<file path="config.mk">
export PLATFORM = sky130hd
export DESIGN_NAME = vga_sync_gen_flat
export DESIGN_NICKNAME = d
export VERILOG_FILES = /design/src/rtl/vga_timing_pkg.sv /design/src/rtl/vga_sync_gen_if.sv /design/src/rtl/vga_axis_counter.sv /design/src/rtl/vga_sync_gen.sv /design/src/flat_wrapper.sv
export SDC_FILE = /design/constraint.sdc
export NUM_CORES = 1
export LEC_CHECK = 0
export ABC_CLOCK_PERIOD_IN_PS = 1770
export CAP_MARGIN = 15
export CORE_ASPECT_RATIO = 1.75
export CORE_MARGIN = 4
export CORE_UTILIZATION = 45
export CTS_CLUSTER_SIZE = 24
export DETAILED_ROUTE_END_ITERATION = 16
export DONT_BUFFER_PORTS = 1
export HOLD_SLACK_MARGIN = 0.03
export SLEW_MARGIN = 20
export SYNTH_ARGS = -nofsm -noshare
export SYNTH_HDL_FRONTEND = slang
export SYNTH_SLANG_ARGS = --single-unit
export TNS_END_PERCENT = 1
</file>
<file path="constraint.sdc">
create_clock -name CLK -period 1.77 [get_ports CLK]
set_input_delay 0.354 -clock CLK [delete_from_list [all_inputs] [get_ports CLK]]
set_output_delay 0.354 -clock CLK [all_outputs]
set_load 0.01 [all_outputs]
</file>
<file path="src/rtl/vga_timing_pkg.sv">
// Timing constants and shared types for the 640x480@60 raster generator.
// Build option: VGA_FRAME_CNT_EN (frame counter, handled in vga_sync_gen).
package vga_timing_pkg;

  localparam int H_VIS  = 640;
  localparam int H_FP   = 16;
  localparam int H_SYNC = 96;
  localparam int H_BP   = 48;
  localparam int H_TOTAL      = H_VIS + H_FP + H_SYNC + H_BP;
  localparam int H_SYNC_START = H_VIS + H_FP;
  localparam int H_SYNC_END   = H_SYNC_START + H_SYNC - 1;

  localparam int V_VIS  = 480;
  localparam int V_FP   = 10;
  localparam int V_SYNC = 2;
  localparam int V_BP   = 33;
  localparam int V_TOTAL      = V_VIS + V_FP + V_SYNC + V_BP;
  localparam int V_SYNC_START = V_VIS + V_FP;
  localparam int V_SYNC_END   = V_SYNC_START + V_SYNC - 1;

  localparam logic SYNC_POL = 1'b0;

  typedef logic [9:0] coord_t;

  typedef struct packed {
    logic hsync;
    logic vsync;
    logic active;
    logic vnotactive;
    logic frame_start;
  } vga_flags_t;

  localparam vga_flags_t FLAGS_RST = '{
    hsync:       ~SYNC_POL,
    vsync:       ~SYNC_POL,
    active:      1'b0,
    vnotactive:  1'b0,
    frame_start: 1'b0
  };

  function automatic logic in_range(input coord_t v, input int lo, input int hi);
    return (int'(v) >= lo) && (int'(v) <= hi);
  endfunction

endpackage

</file>
<file path="src/rtl/vga_sync_gen_if.sv">
// Pixel-enable input and raster outputs of the sync generator, bundled for the display path.
interface vga_sync_gen_if;
  logic                   CE;
  logic                   hsync;
  logic                   vsync;
  vga_timing_pkg::coord_t col;
  vga_timing_pkg::coord_t row;
  logic                   active;
  logic                   vnotactive;
  logic                   frame_start;
  logic [15:0]            frame_cnt;

  modport master (
    input  CE,
    output hsync, vsync, col, row, active, vnotactive, frame_start, frame_cnt
  );

  modport slave (
    output CE,
    input  hsync, vsync, col, row, active, vnotactive, frame_start, frame_cnt
  );
endinterface

</file>
<file path="src/rtl/vga_axis_counter.sv">
// One raster axis: counts 0..TOTAL-1 on each inc and flags the last position.
// Wrap uses an equality compare, so TOTAL must not exceed 1024.
module vga_axis_counter
  import vga_timing_pkg::*;
#(
  parameter int TOTAL = H_TOTAL
) (
  input  logic   CLK,
  input  logic   RST,
  input  logic   inc,
  output coord_t count,
  output logic   wrap
);

  localparam coord_t LAST = coord_t'(TOTAL - 1);

  coord_t count_q, count_d;

  assign wrap  = (count_q == LAST);
  assign count = count_q;

  always_comb begin
    // NOTE: default first so every path assigns count_d and no latch is inferred.
    count_d = count_q;
    if (inc) count_d = wrap ? '0 : count_q + 10'd1;
  end

  // NOTE: sequential state uses non-blocking assignments so all flops update together.
  always_ff @(posedge CLK or posedge RST) begin
    if (RST) count_q <= '0;
    else     count_q <= count_d;
  end

endmodule

</file>
<file path="src/rtl/vga_sync_gen.sv">
// Free-running raster timing generator: axis counters plus registered pixel decode.
// Define VGA_FRAME_CNT_EN to build the 16-bit frame counter; otherwise frame_cnt is tied to 0.
module vga_sync_gen
  import vga_timing_pkg::*;
#(
  parameter int H_LEN        = H_TOTAL,
  parameter int H_VISIBLE    = H_VIS,
  parameter int H_SYNC_BEGIN = H_SYNC_START,
  parameter int H_SYNC_LAST  = H_SYNC_END,
  parameter int V_LEN        = V_TOTAL,
  parameter int V_VISIBLE    = V_VIS,
  parameter int V_SYNC_BEGIN = V_SYNC_START,
  parameter int V_SYNC_LAST  = V_SYNC_END
) (
  input  logic           CLK,
  input  logic           RST,
  vga_sync_gen_if.master vga
);

  coord_t     hcnt, vcnt;
  logic       h_wrap, v_wrap, v_inc;
  coord_t     col_q, row_q;
  vga_flags_t flags_d, flags_q;

  assign v_inc = vga.CE & h_wrap;

  vga_axis_counter #(.TOTAL(H_LEN)) u_hcnt (
    .CLK   (CLK),
    .RST   (RST),
    .inc   (vga.CE),
    .count (hcnt),
    .wrap  (h_wrap)
  );

  vga_axis_counter #(.TOTAL(V_LEN)) u_vcnt (
    .CLK   (CLK),
    .RST   (RST),
    .inc   (v_inc),
    .count (vcnt),
    .wrap  (v_wrap)
  );

  // Decode the pre-advance counters; the register below makes every output describe (col,row).
  always_comb begin
    flags_d             = FLAGS_RST;
    flags_d.hsync       = in_range(hcnt, H_SYNC_BEGIN, H_SYNC_LAST) ? SYNC_POL : ~SYNC_POL;
    flags_d.vsync       = in_range(vcnt, V_SYNC_BEGIN, V_SYNC_LAST) ? SYNC_POL : ~SYNC_POL;
    flags_d.active      = (int'(hcnt) < H_VISIBLE) && (int'(vcnt) < V_VISIBLE);
    flags_d.vnotactive  = (int'(vcnt) >= V_VISIBLE);
    flags_d.frame_start = (hcnt == '0) && (vcnt == '0);
  end

  always_ff @(posedge CLK or posedge RST) begin
    if (RST) begin
      col_q   <= '0;
      row_q   <= '0;
      flags_q <= FLAGS_RST;
    end else if (vga.CE) begin
      col_q   <= hcnt;
      row_q   <= vcnt;
      flags_q <= flags_d;
    end
  end

  assign vga.col         = col_q;
  assign vga.row         = row_q;
  assign vga.hsync       = flags_q.hsync;
  assign vga.vsync       = flags_q.vsync;
  assign vga.active      = flags_q.active;
  assign vga.vnotactive  = flags_q.vnotactive;
  assign vga.frame_start = flags_q.frame_start;

`ifdef VGA_FRAME_CNT_EN
  logic [15:0] frame_cnt_q;

  // Counts the edge that leaves the last pixel of the frame; wraps naturally at 2^16.
  always_ff @(posedge CLK or posedge RST) begin
    if (RST)                          frame_cnt_q <= '0;
    else if (vga.CE && h_wrap && v_wrap) frame_cnt_q <= frame_cnt_q + 16'd1;
  end

  assign vga.frame_cnt = frame_cnt_q;
`else
  logic unused_v_wrap;
  assign unused_v_wrap = v_wrap;
  assign vga.frame_cnt = 16'd0;
`endif

endmodule

</file>
<file path="src/flat_wrapper.sv">
// flat-port wrapper written by rule: the top's interface ports become plain ports
module vga_sync_gen_flat import vga_timing_pkg::*;
#(
  parameter int H_LEN        = H_TOTAL,
  parameter int H_VISIBLE    = H_VIS,
  parameter int H_SYNC_BEGIN = H_SYNC_START,
  parameter int H_SYNC_LAST  = H_SYNC_END,
  parameter int V_LEN        = V_TOTAL,
  parameter int V_VISIBLE    = V_VIS,
  parameter int V_SYNC_BEGIN = V_SYNC_START,
  parameter int V_SYNC_LAST  = V_SYNC_END
)
  (CLK, RST, vga_CE, vga_hsync, vga_vsync, vga_col, vga_row, vga_active, vga_vnotactive, vga_frame_start, vga_frame_cnt);
  vga_sync_gen_if vga_i ();
  input  logic CLK;
  input  logic RST;
  input wire logic [$bits(vga_i.CE)-1:0] vga_CE;
  output wire logic [$bits(vga_i.hsync)-1:0] vga_hsync;
  output wire logic [$bits(vga_i.vsync)-1:0] vga_vsync;
  output wire logic [$bits(vga_i.col)-1:0] vga_col;
  output wire logic [$bits(vga_i.row)-1:0] vga_row;
  output wire logic [$bits(vga_i.active)-1:0] vga_active;
  output wire logic [$bits(vga_i.vnotactive)-1:0] vga_vnotactive;
  output wire logic [$bits(vga_i.frame_start)-1:0] vga_frame_start;
  output wire logic [$bits(vga_i.frame_cnt)-1:0] vga_frame_cnt;
  assign vga_i.CE = vga_CE;
  assign vga_hsync = vga_i.hsync;
  assign vga_vsync = vga_i.vsync;
  assign vga_col = vga_i.col;
  assign vga_row = vga_i.row;
  assign vga_active = vga_i.active;
  assign vga_vnotactive = vga_i.vnotactive;
  assign vga_frame_start = vga_i.frame_start;
  assign vga_frame_cnt = vga_i.frame_cnt;
  vga_sync_gen #(.H_LEN(H_LEN), .H_VISIBLE(H_VISIBLE), .H_SYNC_BEGIN(H_SYNC_BEGIN), .H_SYNC_LAST(H_SYNC_LAST), .V_LEN(V_LEN), .V_VISIBLE(V_VISIBLE), .V_SYNC_BEGIN(V_SYNC_BEGIN), .V_SYNC_LAST(V_SYNC_LAST)) u_core (.CLK(CLK), .RST(RST), .vga(vga_i));
endmodule
</file>
# Yosys cells after proc, flatten, opt, wreduce, memory -nomap -nowiden
# Cells that the tools add are included.
[totals]
out_inout_bits = 41
wordCells = 31
reg_bits = 45
in_bits = 3
[classes]
n_lt_le_gt_ge = 7
muxes = 4
n_addsub = 2
bitwise = 1
n_reduce_logical = 6
n_eq_ne = 2
[op_table]
columns = ["cell", "count"]
rows = [
  ["$add 10x1->10 const B", 2],
  ["$eq 10x10->1 const B", 2],
  ["$ge 10x9->1 const B", 2],
  ["$logic_not 10->1", 2],
  ["$mux 10", 2],
  ["$ge 10x10->1 const B", 1],
  ["$le 10x10->1 const B", 1],
  ["$le 10x9->1 const B", 1],
  ["$lt 10x10->1 const B", 1],
  ["$lt 10x9->1 const B", 1],
  ["$logic_and 1x1->1", 4],
  ["$mux 1", 2],
  ["$and 1x1->1", 1],
]

# Longest topological paths before layout
[depth]
depth_word = 3
depth_mapped = 6
ltp_nobuf = 6

# Hierarchy
# Synthesis repeated with hierarchy kept, for this count alone.
[unflattened]
hier_cells = 197
hier_area_um2 = 2212.1
[by_module_without_submodules]
columns = ["module", "area_per_inst_um2", "instances", "cells_each", "seq_area_each_um2"]
rows = [
  ["vga_sync_gen", 1164.9, 1, 91, 628.1],
  ["vga_axis_counter at u_core.u_vcnt", 536.8, 1, 55, 250.2],
  ["vga_axis_counter at u_core.u_hcnt", 510.5, 1, 51, 250.2],
]

# Worst setup path after synthesis
# Ideal clock, no wire load.
[synth_path]
path_type = "flip-flop to flip-flop"
start = "reg u_core.u_hcnt.count_q[6] (netlist: u_core.u_hcnt.count[6])"
end = "reg u_core.u_vcnt.count_q[7] (netlist: u_core.u_vcnt.count[7])"
t_required_ps = 1691
slack_ps = -88
path_buffers = 2
setup_ps = 79
arrival_time_ps = 1779
stages_incl_launch_ff = 7
period_less_slack_ps = 1858
path_cell_list = "dfrtp_1 buf_6 nand4bb_4 or4_4 buf_6 nor4_4 xor2_1"
[synth_via]
elab_chain_len = 2
[synth_lines]
columns = ["item", "line", "source"]
rows = [
  ["start, declared", "vga_axis_counter.sv:17", "coord_t count_q, count_d;"],
  ["start signal, assigned", "vga_axis_counter.sv:31", "else count_q <= count_d;"],
  ["$eq 10x10->1", "vga_axis_counter.sv:19", "assign wrap = (count_q == LAST);"],
  ["$and 1x1->1", "vga_sync_gen.sv:25", "assign v_inc = vga.CE & h_wrap;"],
  ["end signal, assigned", "vga_axis_counter.sv:31", ""],
  ["end, declared", "vga_axis_counter.sv:17", ""],
]
# No other way between the ends.
# A chain may end at the register's enable or synchronous reset.

# Worst setup path after layout
[layout_path]
start = "reg u_core.u_hcnt.count_q[5] (netlist: u_core.u_hcnt.count[5])"
end = "reg u_core.u_vcnt.count_q[5] (netlist: u_core.u_vcnt.count[5])"
# Same word-level chain as after synthesis.

==> reports/metrics.csv <==
stage,metric,value,unit
run_status,status,finished clean,
critical_path,reg-to-reg critical path endpoint,u_core.u_vcnt.count[5],
critical_path,critical path startpoint category,register,
critical_path,Worst Setup Path Type,reg -> reg,
detailed_routing,Post-DRT Antenna Nets,0,
logic_synthesis,yosys warns,0,
global_routing,GR Util All Layers,15.8,%
logic_synthesis,Synth cell types,39,
final_layout,share of cells above drive strength 1,28.2,%
detailed_routing,initial drt markers,68,
timing,Worst Skew,0.00768,ns
logic_synthesis,post-synthesis register bit count,45,
final_layout,final core utilization,51.9,%
logic_synthesis,Syn Std Cell Area,2260,sq um
cts,Sinks on Clock Net,45,
critical_path,Reg-to-Reg Start,u_core.u_hcnt.count[5],
timing,Final WS setup,0.0445,ns
timing,final slew viol count,0,
die,Die Span Y,102,um
placement,DP HPWL,3.19,mm
pwr,Int Pwr,1.91,mW
critical_path,CP startpoint,u_core.u_hcnt.count[5],
logic_synthesis,Avg Synthesized Cell Area,11.2,sq um
detailed_routing,total routed wirelength,4.46,mm
cts,worst skew pair latency,0.30,ns
critical_path,CP max-delay cell,or4_4,
detailed_routing,routed vias,1488,
timing,Final Cycle Share,97.5,%
timing,final hold violations,0,
final_layout,n_diodes,0,
die,Die Area,6260,sq um
final_layout,Fillers,445,
pwr,VDD IR max,0.000752,V
worst_hold_path,Hold Startpoint,vga_CE,
critical_path,Top Family by Delay on Critical Path,simple AND/OR/NAND/NOR gates,
global_routing,vias in the first global route,1529,
global_routing,initial antenna violation count,0,
pwr,Sw Ratio,26.1,%
die,I/O pin total,44,
logic_synthesis,sequential-to-total area share from yosys stat,49.9,%
timing,Hold Slack,0.113,ns
pwr,combinational power share,16.7,%
critical_path,"Arr. time, crit path",1.95,ns
pwr,PwrDens,1040,nW/um^2
critical_path,cells on worst reg2reg path,4,
timing,FMAX,580,MHz
pwr,Design Power,2.58,mW
detailed_routing,DR pass1 iterations,4,
logic_synthesis,Mapped Cells,201,
die,core region area,4790,sq um
die,Starting Density,47.2,%
die,Rows,33,
placement,port bufs,0,
detailed_routing,Via density,5.55,
critical_path,Worst Path Max Fanout,7,
cts,Clock Path Buffers,2,
global_routing,largest net degree at the start of global routing,42,
timing,Tmin final,1.73,ns
flow_run,max cap viols,0,
critical_path,number of buffers and inverters on the critical path,0,
pwr,Seq pwr share,48.1,%
final_layout,Nets,222,
detailed_routing,drt drc,0,
pwr,Pleak,1.16,nW
critical_path,Worst Setup End Kind,register,
final_layout,Layout area overhead,10.1,%
critical_path,R2R Setup Slk,0.04,ns
timing,"Setup violations, final",0,
cts,CTS tree,yes,
critical_path,crit path cell chain,nand4bb_4 > or4_4 > nor3_2 > xor2_1,
cts,clk root buf,clkbuf_8,
critical_path,Stages on worst setup path,4,
final_layout,"most common cell after layout, fill and taps aside",dfrtp_1,
placement,Routability Congestion,0.847,
global_routing,gr ovfl total,0,
critical_path,"Data required, critical path",1.99,ns
pwr,clock power share,35.2,%
cts,Clock H-tree levels,2,
timing,RSZ-0062 raised after global routing,no,
cts,CTS Buf Count,5,
placement,setup slack at placement,-0.00176,ns
critical_path,CP max stage delay,0.58,ns
pwr,Switch Pwr,0.673,mW
cts,Clock transition at path regs,0.09,ns
final_layout,"commonest cells after routing, fill and taps aside","dfrtp_1 (43), mux2_2 (21), buf_4 (18), conb_1 (16), nor2_1 (12)",
worst_hold_path,min-delay worst type,in -> reg,
detailed_routing,DR WL/cell,16.6,um
die,Die Wd,61.6,um
critical_path,CP Capture Point,u_core.u_vcnt.count[5],
global_routing,first-pass GRT wire length,7.43,mm
-- flip-flops by register name, indices dropped and copies added, names as in the netlist --
signal,flops
u_core.u_vcnt.count,10
u_core.vga.col,10
u_core.vga.row,10
u_core.u_hcnt.count,10
u_core.vga.frame_start,1
u_core.vga.active,1
u_core.vga.hsync,1
u_core.vga.vsync,1
u_core.vga.vnotactive,1
-- per-stage QoR --
| step | instance area [sq um] | cells | setup TNS (ns) |
|---|---|---|---|
| global placement | 2330 | 259 | 0 |
| CTS | 2480 | 268 | 0 |
| finish | 2490 | 268 | 0 |
| detailed placement | 2330 | 259 | -0.00176 |
| floorplan | 2320 | 216 | 0 |
| global route | 2490 | 268 | 0 |
-- kinds of logic after synthesis --
kind of cell,after synthesis,synth area share [%]
and+or+nand+nor,63,16.4
DFF,45,49.9
buffers and inverters,37,11.1
muxes,22,10.9
AOI/OAI and AO/OA,18,4.98
xor gates and xnor gates,11,4.26
adders and majority gates,4,2.21
other,1,0.166
-- layout make-up --
type | instances | area, sq um | share of cell area (%)
timing repair buffer | 20 | 165 | 6.64
sequential | 45 | 1130 | 45.4
clock inverter | 3 | 65.1 | 2.62
tap | 52 | 65.1 | 2.62
multi-input combinational | 134 | 961 | 38.6
clock buffer | 5 | 68.8 | 2.77
inverter | 9 | 33.8 | 1.36
-- metal layers --
metal	vias to the layer above	part of all wire, %	wire length (um)	track usage [%]
met5	-	0	0	0
met4	0	3.3	149	7.84
met3	12	4.3	194	3.57
met2	40	54	2420	26.4
met1	744	38	1700	18.3
li1	692	-	-	-
-- power by group through the flow --
stage / Sequential (mW) / Clock (mW) / Combinational [mW]
2_1_floorplan: 1.25 / 0 / 0.369
3_3_place_gp: 1.26 / 0 / 0.421
3_5_place_dp: 1.26 / 0 / 0.430
4_1_cts: 1.25 / 0.935 / 0.434
5_1_grt: 1.26 / 0.995 / 0.480
6_report: 1.24 / 0.909 / 0.432
-- worst min path at each step --
stage               cells after the start                endpoint
floorplan                               1  u_core.u_vcnt.count[8]
global placement                        1       u_core.vga.col[5]
detailed placement                      1       u_core.vga.col[5]
CTS                                     1        u_core.vga.hsync
global route                            1        u_core.vga.hsync
finish                                  1        u_core.vga.hsync
-- worst register-to-register path, delay by kind of cell (launching register included) --
kind / cells / cell delay (ns)
simple gates: 3 / 1.09
flops: 1 / 0.39
xor+xnor: 1 / 0.17
-- synth_stat cells --
master	instances	area share, %
dfrtp_1	43	48
mux2_2	21	10
buf_4	17	5.6
nor2_1	12	2.0
nand2_1	11	1.8
nand3_1	10	2.2
inv_1	9	1.5
xnor2_1	8	3.1
nor4_1	7	1.9
o21ai_0	7	1.6
nand4_1	6	1.7
buf_6	5	2.5
ha_1	4	2.2
nor3_1	4	0.89
a21oi_1	3	0.66
and3_1	3	0.83
clkbuf_1	3	0.50
xor2_1	3	1.2
a31oi_1	2	0.55
buf_1	2	0.33
dfstp_2	2	2.3
o31ai_1	2	0.66
a22o_1	1	0.39
a22o_2	1	0.44
a2bb2oi_1	1	0.39
and3_2	1	0.33
and4_1	1	0.39
clkbuf_8	1	0.61
conb_1	1	0.17
mux2i_1	1	0.44
nand2b_1	1	0.28
nand4bb_4	1	1.2
nor4_4	1	0.94
nor4b_1	1	0.39
o21a_1	1	0.33
or2_2	1	0.28
or4_1	1	0.33
or4_4	1	0.50
or4b_2	1	0.44
-- what timing repair did --
item,in CTS,in global routing
pin swaps,0,3
hold endpoints to repair,4,0
resized for setup,1,2
hold buffers,1,0
endpoints found under the setup margin,1,3
buffers inserted,0,0
No activity file was read; power rests on OpenSTA's default activity.
